## src/rtl/jk_cmd_pkg.sv

```systemverilog
// Shared definitions for the JK flip-flop command sequencer.
//   - 3-bit opcode constants (OP_NOP .. OP_FORCE_PRE; 6 and 7 are illegal)
//   - FSM state encoding (ST_IDLE, ST_DRIVE, ST_CHECK)
//   - drive_t: the {j, k, preset, rst} drive bundle presented to the flip-flop
//   - helper functions: drive pattern per opcode, illegal-opcode test and the
//     expected final q value of a command.
package jk_cmd_pkg;

  localparam logic [2:0] OP_NOP       = 3'd0;
  localparam logic [2:0] OP_CLEAR     = 3'd1;
  localparam logic [2:0] OP_SET       = 3'd2;
  localparam logic [2:0] OP_TOGGLE    = 3'd3;
  localparam logic [2:0] OP_FORCE_RST = 3'd4;
  localparam logic [2:0] OP_FORCE_PRE = 3'd5;

  typedef enum logic [1:0] {
    ST_IDLE  = 2'd0,
    ST_DRIVE = 2'd1,
    ST_CHECK = 2'd2
  } state_e;

  typedef struct packed {
    logic j;
    logic k;
    logic preset;
    logic rst;
  } drive_t;

  // Drive bundle held on the flip-flop while a command is in ST_DRIVE.
  // NOP and illegal opcodes drive nothing; preset/rst never combine with j/k.
  function automatic drive_t drive_pattern(input logic [2:0] op);
    drive_t d;
    d = '{j: 1'b0, k: 1'b0, preset: 1'b0, rst: 1'b0};
    case (op)
      OP_CLEAR:     d.k      = 1'b1;
      OP_SET:       d.j      = 1'b1;
      OP_TOGGLE:    begin
        d.j = 1'b1;
        d.k = 1'b1;
      end
      OP_FORCE_RST: d.rst    = 1'b1;
      OP_FORCE_PRE: d.preset = 1'b1;
      default:      d        = '{j: 1'b0, k: 1'b0, preset: 1'b0, rst: 1'b0};
    endcase
    return d;
  endfunction

  function automatic logic is_illegal(input logic [2:0] op);
    return (op > OP_FORCE_PRE);
  endfunction

  // Value q must hold once the command has been applied. q_cap is q at
  // accept; cnt_lsb is the toggle count parity (odd count inverts q).
  function automatic logic expected_val(input logic [2:0] op,
                                        input logic       q_cap,
                                        input logic       cnt_lsb);
    logic e;
    case (op)
      OP_NOP:       e = q_cap;
      OP_CLEAR:     e = 1'b0;
      OP_SET:       e = 1'b1;
      OP_TOGGLE:    e = q_cap ^ cnt_lsb;
      OP_FORCE_RST: e = 1'b0;
      OP_FORCE_PRE: e = 1'b1;
      default:      e = 1'b0;
    endcase
    return e;
  endfunction

endpackage

```

## src/rtl/jk_drive_cnt.sv

```systemverilog
// Loadable down-counter that times how long the sequencer holds its drives.
// Ports:
//   clk, rst     clock and asynchronous active-high reset
//   load_i       load load_val_i (takes priority over dec_i)
//   load_val_i   value to load, CNT_W bits
//   dec_i        decrement by one; saturates at zero, never wraps
//   zero_o       counter is zero
//   last_o       counter is one (the next decrement reaches zero)
module jk_drive_cnt
  import jk_cmd_pkg::*;
#(
  parameter int CNT_W = 8
) (
  input  logic             clk,
  input  logic             rst,
  input  logic             load_i,
  input  logic [CNT_W-1:0] load_val_i,
  input  logic             dec_i,
  output logic             zero_o,
  output logic             last_o
);

  logic [CNT_W-1:0] cnt_q;
  logic [CNT_W-1:0] cnt_d;

  // Next count: load wins, otherwise decrement while non-zero.
  always_comb begin
    cnt_d = cnt_q;
    if (load_i) begin
      cnt_d = load_val_i;
    end else if (dec_i && (cnt_q != '0)) begin
      cnt_d = cnt_q - CNT_W'(1);
    end else begin
      cnt_d = cnt_q;
    end
  end

  // Count register.
  always_ff @(posedge clk or posedge rst) begin
    if (rst) begin
      cnt_q <= '0;
    end else begin
      cnt_q <= cnt_d;
    end
  end

  assign zero_o = (cnt_q == '0);
  assign last_o = (cnt_q == CNT_W'(1));

endmodule

```

## src/rtl/jk_cmd_seq.sv

```systemverilog
// Command sequencer driving a downstream JK flip-flop.
// Accepts one command at a time (cmd_valid/cmd_ready), drives j/k/preset/rst
// for the command's duration, then compares q_fb with the expected value and
// reports a one-cycle done pulse with err.
// Ports:
//   clk, rst     clock and asynchronous active-high reset
//   cmd_valid    command present
//   cmd_op       opcode (see jk_cmd_pkg)
//   cmd_cnt      toggle count, TOGGLE only
//   cmd_ready    sequencer idle and able to accept
//   q_fb         q from the downstream flip-flop
//   j, k         JK inputs
//   ff_preset    flip-flop preset drive
//   ff_rst       flip-flop reset drive
//   done         one-cycle completion pulse
//   err          with done: q mismatch or illegal opcode
module jk_cmd_seq
  import jk_cmd_pkg::*;
#(
  parameter int CNT_W = 8
) (
  input  logic             clk,
  input  logic             rst,
  input  logic             cmd_valid,
  input  logic [2:0]       cmd_op,
  input  logic [CNT_W-1:0] cmd_cnt,
  output logic             cmd_ready,
  input  logic             q_fb,
  output logic             j,
  output logic             k,
  output logic             ff_preset,
  output logic             ff_rst,
  output logic             done,
  output logic             err
);

  state_e           state_q;
  drive_t           drive_q;
  logic             cmd_ready_q;
  logic             done_q;
  logic             err_q;
  logic             exp_q;
  logic             illegal_q;

  logic             accept_s;
  drive_t           pat_s;
  logic             no_drive_s;
  logic [CNT_W-1:0] load_val_s;
  logic             exp_d;
  logic             cnt_load_s;
  logic             cnt_dec_s;
  logic             cnt_zero_s;
  logic             cnt_last_s;
  logic             drive_end_s;

  // Decode the offered command and decide when the drive window closes.
  always_comb begin
    accept_s    = (state_q == ST_IDLE) && cmd_ready_q && cmd_valid;
    pat_s       = drive_pattern(cmd_op);
    // NOP, illegal ops and a zero-length TOGGLE skip straight to the check.
    no_drive_s  = (pat_s == drive_t'(4'b0000)) ||
                  ((cmd_op == OP_TOGGLE) && (cmd_cnt == '0));
    load_val_s  = (cmd_op == OP_TOGGLE) ? cmd_cnt : CNT_W'(1);
    exp_d       = expected_val(cmd_op, q_fb, cmd_cnt[0]);
    cnt_load_s  = accept_s && !no_drive_s;
    cnt_dec_s   = (state_q == ST_DRIVE);
    // Zero is unreachable inside DRIVE; treating it as the end keeps the FSM
    // from sticking there if the counter were ever disturbed.
    drive_end_s = cnt_last_s || cnt_zero_s;
  end

  jk_drive_cnt #(
    .CNT_W(CNT_W)
  ) u_drive_cnt (
    .clk       (clk),
    .rst       (rst),
    .load_i    (cnt_load_s),
    .load_val_i(load_val_s),
    .dec_i     (cnt_dec_s),
    .zero_o    (cnt_zero_s),
    .last_o    (cnt_last_s)
  );

  // Sequencer FSM with registered drive, handshake and status outputs.
  always_ff @(posedge clk or posedge rst) begin
    if (rst) begin
      state_q     <= ST_IDLE;
      drive_q     <= drive_t'(4'b0000);
      cmd_ready_q <= 1'b0;
      done_q      <= 1'b0;
      err_q       <= 1'b0;
      exp_q       <= 1'b0;
      illegal_q   <= 1'b0;
    end else begin
      done_q <= 1'b0;
      err_q  <= 1'b0;
      case (state_q)
        ST_IDLE: begin
          drive_q <= drive_t'(4'b0000);
          if (accept_s) begin
            cmd_ready_q <= 1'b0;
            exp_q       <= exp_d;
            illegal_q   <= is_illegal(cmd_op);
            if (no_drive_s) begin
              state_q <= ST_CHECK;
            end else begin
              state_q <= ST_DRIVE;
              drive_q <= pat_s;
            end
          end else begin
            // Also raises ready on the first edge after reset release.
            cmd_ready_q <= 1'b1;
          end
        end
        ST_DRIVE: begin
          if (drive_end_s) begin
            drive_q <= drive_t'(4'b0000);
            state_q <= ST_CHECK;
          end else begin
            drive_q <= drive_q;
          end
        end
        ST_CHECK: begin
          // The flip-flop sampled the last drive one edge ago, so q_fb is final.
          done_q      <= 1'b1;
          err_q       <= (q_fb != exp_q) || illegal_q;
          cmd_ready_q <= 1'b1;
          state_q     <= ST_IDLE;
        end
        default: begin
          drive_q     <= drive_t'(4'b0000);
          cmd_ready_q <= 1'b0;
          state_q     <= ST_IDLE;
        end
      endcase
    end
  end

  assign cmd_ready = cmd_ready_q;
  assign j         = drive_q.j;
  assign k         = drive_q.k;
  assign ff_preset = drive_q.preset;
  assign ff_rst    = drive_q.rst;
  assign done      = done_q;
  assign err       = err_q;

endmodule

```

## config.mk

```make
export PLATFORM = sky130hd
export DESIGN_NAME = jk_cmd_seq
export DESIGN_NICKNAME = d
export VERILOG_FILES = /design/src/rtl/jk_cmd_pkg.sv /design/src/rtl/jk_drive_cnt.sv /design/src/rtl/jk_cmd_seq.sv
export SDC_FILE = /design/constraint.sdc
export NUM_CORES = 1
export LEC_CHECK = 0
export ABC_AREA = 1
export CORE_MARGIN = 10
export CORE_UTILIZATION = 50
export DETAILED_ROUTE_END_ITERATION = 8
export DONT_BUFFER_PORTS = 1
export GPL_ROUTABILITY_DRIVEN = 0
export PLACE_DENSITY = 0.66
export SLEW_MARGIN = 20
export SYNTH_ARGS = -nofsm -noshare
export SYNTH_HDL_FRONTEND = slang
export SYNTH_SLANG_ARGS = --single-unit
```

## constraint.sdc

```tcl
create_clock -name clk -period 2.9 [get_ports clk]
set_input_delay 0.435 -clock clk [delete_from_list [all_inputs] [get_ports clk]]
set_output_delay 0.435 -clock clk [all_outputs]
set_load 0.01 [all_outputs]
```

==> qor.txt, run 1 <==
Crit start category - register
Largest net degree at the start of global routing - 20
Buffers on Ports - 0
Iteration-0 DRC Markers - 59
Skew-Pair Late Insertion Delay - 0.29 ns
Vias - 1033
FMAX - 0.587 GHz
Unrepaired setup endpoints after global routing - false
CTS Buf Count - 3
Layout Skew - 0.00586 ns
Fin. max-slew vios - 0
DRC violations left - 0
DRT antenna net count - 0
Worst Path Arrival - 1.90 ns
Data required time at the worst endpoint - 3.09 ns
Setup violations, final - 0
Clock sink count - 19
DR WL/cell - 13.2 um
Most frequent cells in the layout - nand2_1, inv_1, nor2_1, dfrtp_1, nand3_1
Maximum root-to-sink buffer count - 2
Final Instance Area - 1270 sq um
H-Tree Depth - 1
Flops & latches, synth - 19
Clock transition at the registers of the reported paths - 0.11 ns
Unique masters post-synth - 25
Layout cell share with drive strength beyond 1 - 11.6%
CTS tree - yes
Worst slew pin tran - 0.713 ns
Power Total - 1.13 mW
Fin crit period - 1.70 ns
Max_cap viols - 0
Drt pass-1 iters - 4
LEAKAGE - 0.657 nW
Final nets - 191
Ys Warns - 0
Syn_area_per_cell - 7.18 sq um
Setup bufs post-CTS - 0
Core Area - 2280 sq um
Synth Instances - 170
First-pass GRT wire length - 4490 um
PD cells - 886 nW/um^2
Post-Syn Area - 1220 sq um
Crit path kind - reg2reg
Placed cell areas - 1240 sq um
Outcome - finished clean
Row cnt - 17
Die Y - 69.4 um
Complex-gate fraction of the synthesized area - 9.94%
Min Hold Slack - 0.132 ns
Grt total ovfl - 0
Xor/xnor share of the synthesized area - 1.43%
CP Capture Type - register
Multiplexer area fraction after synthesis - 0%
Final WL - 2650 um
Main combinational cell family by area after synthesis - simple AND/OR/NAND/NOR gates
Adder-Cell Fraction of Synth Area - 2.05%
Initial antenna violation count - 0
Critical Path, Cell by Cell - nor2_2 -> nand3_2 -> inv_2 -> nand3_4 -> inv_1 -> nand2_1 -> nand2_1 -> inv_1
Setup Total Neg Slack - 0 ns
Slowest stage delay, CP - 0.45 ns
Resized cells post-CTS - 0
Slew HR - 52.4%
CP max stage cell - dfrtp_1
Die Wd - 69.4 um
Post-Synth Simple-Gate Area - 39.3%
Fin util - 55.9%
Total Routing Usage GR - 11.0%
Starting Density - 53.7%
Hold Vio Cnt, Final - 0
Synthesized netlist net count - 187
Vias in the first global route - 985
Ant diodes - 0
Hold WC Path Type - in2async
Commonest non-fill, non-tap cell in the layout - nand2_1
Peak supply drop - 398 uV
I/O Pins - 22
Final HPWL DP - 2160 um
Crit path max fanout - 13
DR vias/cell - 5.14
Quantity of hold-fixing buffers added after cts - 0
Root buffer cell - clkbuf_4
Full die area - 4820 sq um
Sequential area share after synthesis - 38.9%
P&R area growth vs syn - 4.10%
Fin crit share - 58.7%
## Yosys cell counts, drive strengths merged
cell type	number	area, sq um
inv	24	90.1
o21ai	12	71.3
a21oi	2	10.0
or2	1	6.26
nand3	17	115
o21bai	2	26.3
xor2	2	17.5
nor3	3	15.0
dfrtp	19	475
nand4	2	12.5
nand2	57	219
buf	1	11.3
o31ai	1	7.51
nor2	24	113
a31oi	1	6.26
ha	2	25.0
## logic make-up (layout without fill, tap and decap cells)
kind of cell	count (synthesis)	count (layout)
simple gates	104	104
buf+inv	25	28
flops	19	19
compound gates	18	18
fa+ha+maj	2	2
xor+xnor	2	2
## report_power, final
part	leakage [nW]	internal, mW	switching, mW
registers	0.241	0.365	0.105
clock network	0.0150	0.0535	0.0779
logic	0.401	0.189	0.336
total	0.657	0.607	0.519
## critical path: cells and delay by family (launching register included)
kind,cells,cell delay (ns)
AND/OR/NAND/NOR,5,0.72
flip-flops,1,0.45
buffers and inverters,3,0.43
## stage by stage
stage | std cells | worst slack (ns)
2_1_floorplan | 170 | 1.52
3_3_place_gp | 197 | 1.25
3_5_place_dp | 197 | 1.24
4_1_cts | 201 | 1.23
5_1_grt | 201 | 1.05
6_report | 201 | 1.20
## registers in the layout, indices dropped and copies added, names as in the netlist
name / count
u_drive_cnt.cnt_q: 8
state_q: 2
cmd_ready: 1
done: 1
err: 1
exp_q: 1
ff_preset: 1
ff_rst: 1
illegal_q: 1
j: 1
k: 1
## routing by layer
layer,share of wire [%],GRT usage [%],up-vias
met5,0,0,-
met4,0.64,2.00,0
met3,8.0,4.14,2
met2,44,16.5,32
met1,48,14.5,458
li1,-,-,541
## worst paths after layout
path	slack [ns]	startpoint	cells after the start	to
setup reg to reg	1.20	state_q[0]	8	u_drive_cnt.cnt_q[5]
max in group asynchronous	2.32	rst	1	u_drive_cnt.cnt_q[5]
hold / removal	0.13	rst	1	illegal_q
min in group clk	0.30	q_fb	2	exp_q
hold reg to reg	0.51	illegal_q	2	illegal_q
setup / recovery	1.20	state_q[0]	8	u_drive_cnt.cnt_q[5]
## final cells by class
| type | count | area (sq um) |
|---|---|---|
| clock buffers | 4 | 26.3 |
| fillers | 224 | 1000 |
| inverters | 24 | 90.1 |
| multi-input cells | 126 | 644 |
| flip-flops and latches | 19 | 475 |
| well taps | 28 | 35.0 |
Power figures use the tool's default switching activity.
==> inputs of run 2 (changes only) <==
- PLACE_DENSITY: 0.66 -> 0.69
- clock period: 2.9 -> 1.5 ns (I/O delays scaled with it)
==> run 2 against run 1 <==
  * Sequential share of layout area is 3.4 points lower
  * Register-to-register slack worse by 1.1 ns
  * Sequential cell count stayed put
  * Clock-buffer cell count is 1 lower
==> qor.txt, run 2 (synthesis gave the netlist of run 1 again) <==
Outcome - finished clean
Drt pass-1 iters - 6
Crit path to - ff_rst
Full die area - 4820 sq um
Core Area - 2280 sq um
Slew HR - 82.0%
Layout Skew - 0.00698 ns
Final HPWL DP - 2230 um
P&R area growth vs syn - 14.5%
H-Tree Depth - 1
Most frequent cells in the layout - nand2_1, inv_1, dfrtp_1
PD cells - 1780 nW/um^2
Peak supply drop - 973 uV
Iteration-0 DRC Markers - 54
CP max stage cell - dfrtp_1
Largest regs - u_drive_cnt.cnt_q (8), state_q (2)
Largest register FFs - 8
Critical Path, Cell by Cell - inv_1 -> ha_4 -> nand2_4 -> nor2_2 -> nor2_4 -> nand2_2 -> o21ai_2 -> nand2_1 -> o21ai_0
Hold WC Path Type - in2reg
CP Capture Type - register
Skew-Pair Late Insertion Delay - 0.31 ns
Clock sink count - 19
Crit path max fanout - 7
Crit path kind - reg2reg
Row cnt - 17
Slowest stage delay, CP - 0.40 ns
DR vias/cell - 5.12
DRT antenna net count - 0
Crit path max-delay family - simple AND/OR/NAND/NOR gates
Grt total ovfl - 0
FMAX - 0.710 GHz
Total Routing Usage GR - 11.6%
Largest net degree at the start of global routing - 18
Ant diodes - 0
Maximum root-to-sink buffer count - 2
I/O Pins - 22
Final nets - 203
DR WL/cell - 13.3 um
R2R depth - 9
Total stage count of the critical path - 9
Worst path bufs/invs - 1
Fin crit period - 1.41 ns
Fin crit share - 93.9%
Layout cell share with drive strength beyond 1 - 20.0%
DRC violations left - 0
Worst slew pin tran - 0.270 ns
Reg2Reg Setup Slack - 0.09 ns
Vias - 1090
Crit start category - register
Final WL - 2830 um
Critical Path Source - u_drive_cnt.cnt_q[1]
Data required time at the worst endpoint - 1.71 ns
CTS tree - yes
Starting Density - 53.7%
Setup violations, final - 0
First-pass GRT wire length - 4730 um
Worst R2R End - ff_rst
Fin. max-slew vios - 0
Die Wd - 69.4 um
LEAKAGE - 0.713 nW
Most flops, register - u_drive_cnt.cnt_q
Worst Path Arrival - 1.62 ns
Initial antenna violation count - 0
Hold Vio Cnt, Final - 0
Buffers on Ports - 0
Vias in the first global route - 1050
Root buffer cell - clkbuf_4
Commonest non-fill, non-tap cell in the layout - nand2_1
Clock transition at the registers of the reported paths - 0.12 ns
Die Y - 69.4 um
Power Total - 2.49 mW
RR Startpoint - u_drive_cnt.cnt_q[1]
Min Hold Slack - 0.0506 ns
CTS Buf Count - 3
Max_cap viols - 0
[run 2: worst min-delay path by stage]
stage                     slack, ns       from   endpoint  depth (start not counted)
after floorplan                0.18        rst  cmd_ready                          1
after global placement        -0.02        rst       done                          1
after detailed placement      -0.02        rst       done                          1
after CTS                      0.04  cmd_op[0]          k                          2
after global routing           0.04  cmd_op[0]          k                          2
final                          0.05  cmd_op[0]          k                          2
[run 2: power by group]
| group | internal, mW | switching [mW] | total [mW] |
|---|---|---|---|
| logic | 0.547 | 0.768 | 1.31 |
| registers | 0.706 | 0.182 | 0.887 |
| clock network | 0.102 | 0.182 | 0.284 |
| total | 1.35 | 1.13 | 2.49 |
[run 2: per-layer routing]
layer,share of wire [%],global-route usage [%],vias up
met3,7.8,4.56,4
met1,48,14.1,497
li1,-,-,566
met2,43,17.0,23
met5,0,0,-
met4,1.7,5.99,0
[run 2: timing repair]
item / CTS / global route
resized for setup: 1 / 7
endpoints found under the setup margin: 9 / 13
hold buffers: 1 / 0
pin swaps: 1 / 2
setup buffers: 0 / 2
hold endpoints to repair: 19 / 0
[run 2: through the flow]
step	util, %	std cells	instance area [sq um]	setup TNS (ns)	setup slack [ns]
after floorplan	-	170	1220	0	0.125
after global placement	57.7	206	1310	0	0.0719
after detailed placement	57.7	206	1310	-0.0619	-0.0455
after CTS	59.5	211	1360	0	0.0225
after global routing	61.5	213	1400	-0.0707	-0.0533
final	61.5	213	1400	0	0.0916
[run 2: cell type report]
class	count	area (sq um)
fill	203	877
multi-input combinational	126	672
sequential	19	475
inverter	24	93.8
timing repair buffer	12	92.6
tap	28	35.0
clock buffer	3	22.5
clock inverter	1	7.51
==> inputs of run 3 (changes only) <==
- SLEW_MARGIN: 20 -> default
==> results of run 3 <==
Same layout as run 2: the final DEF is identical, and so are final timing and power.
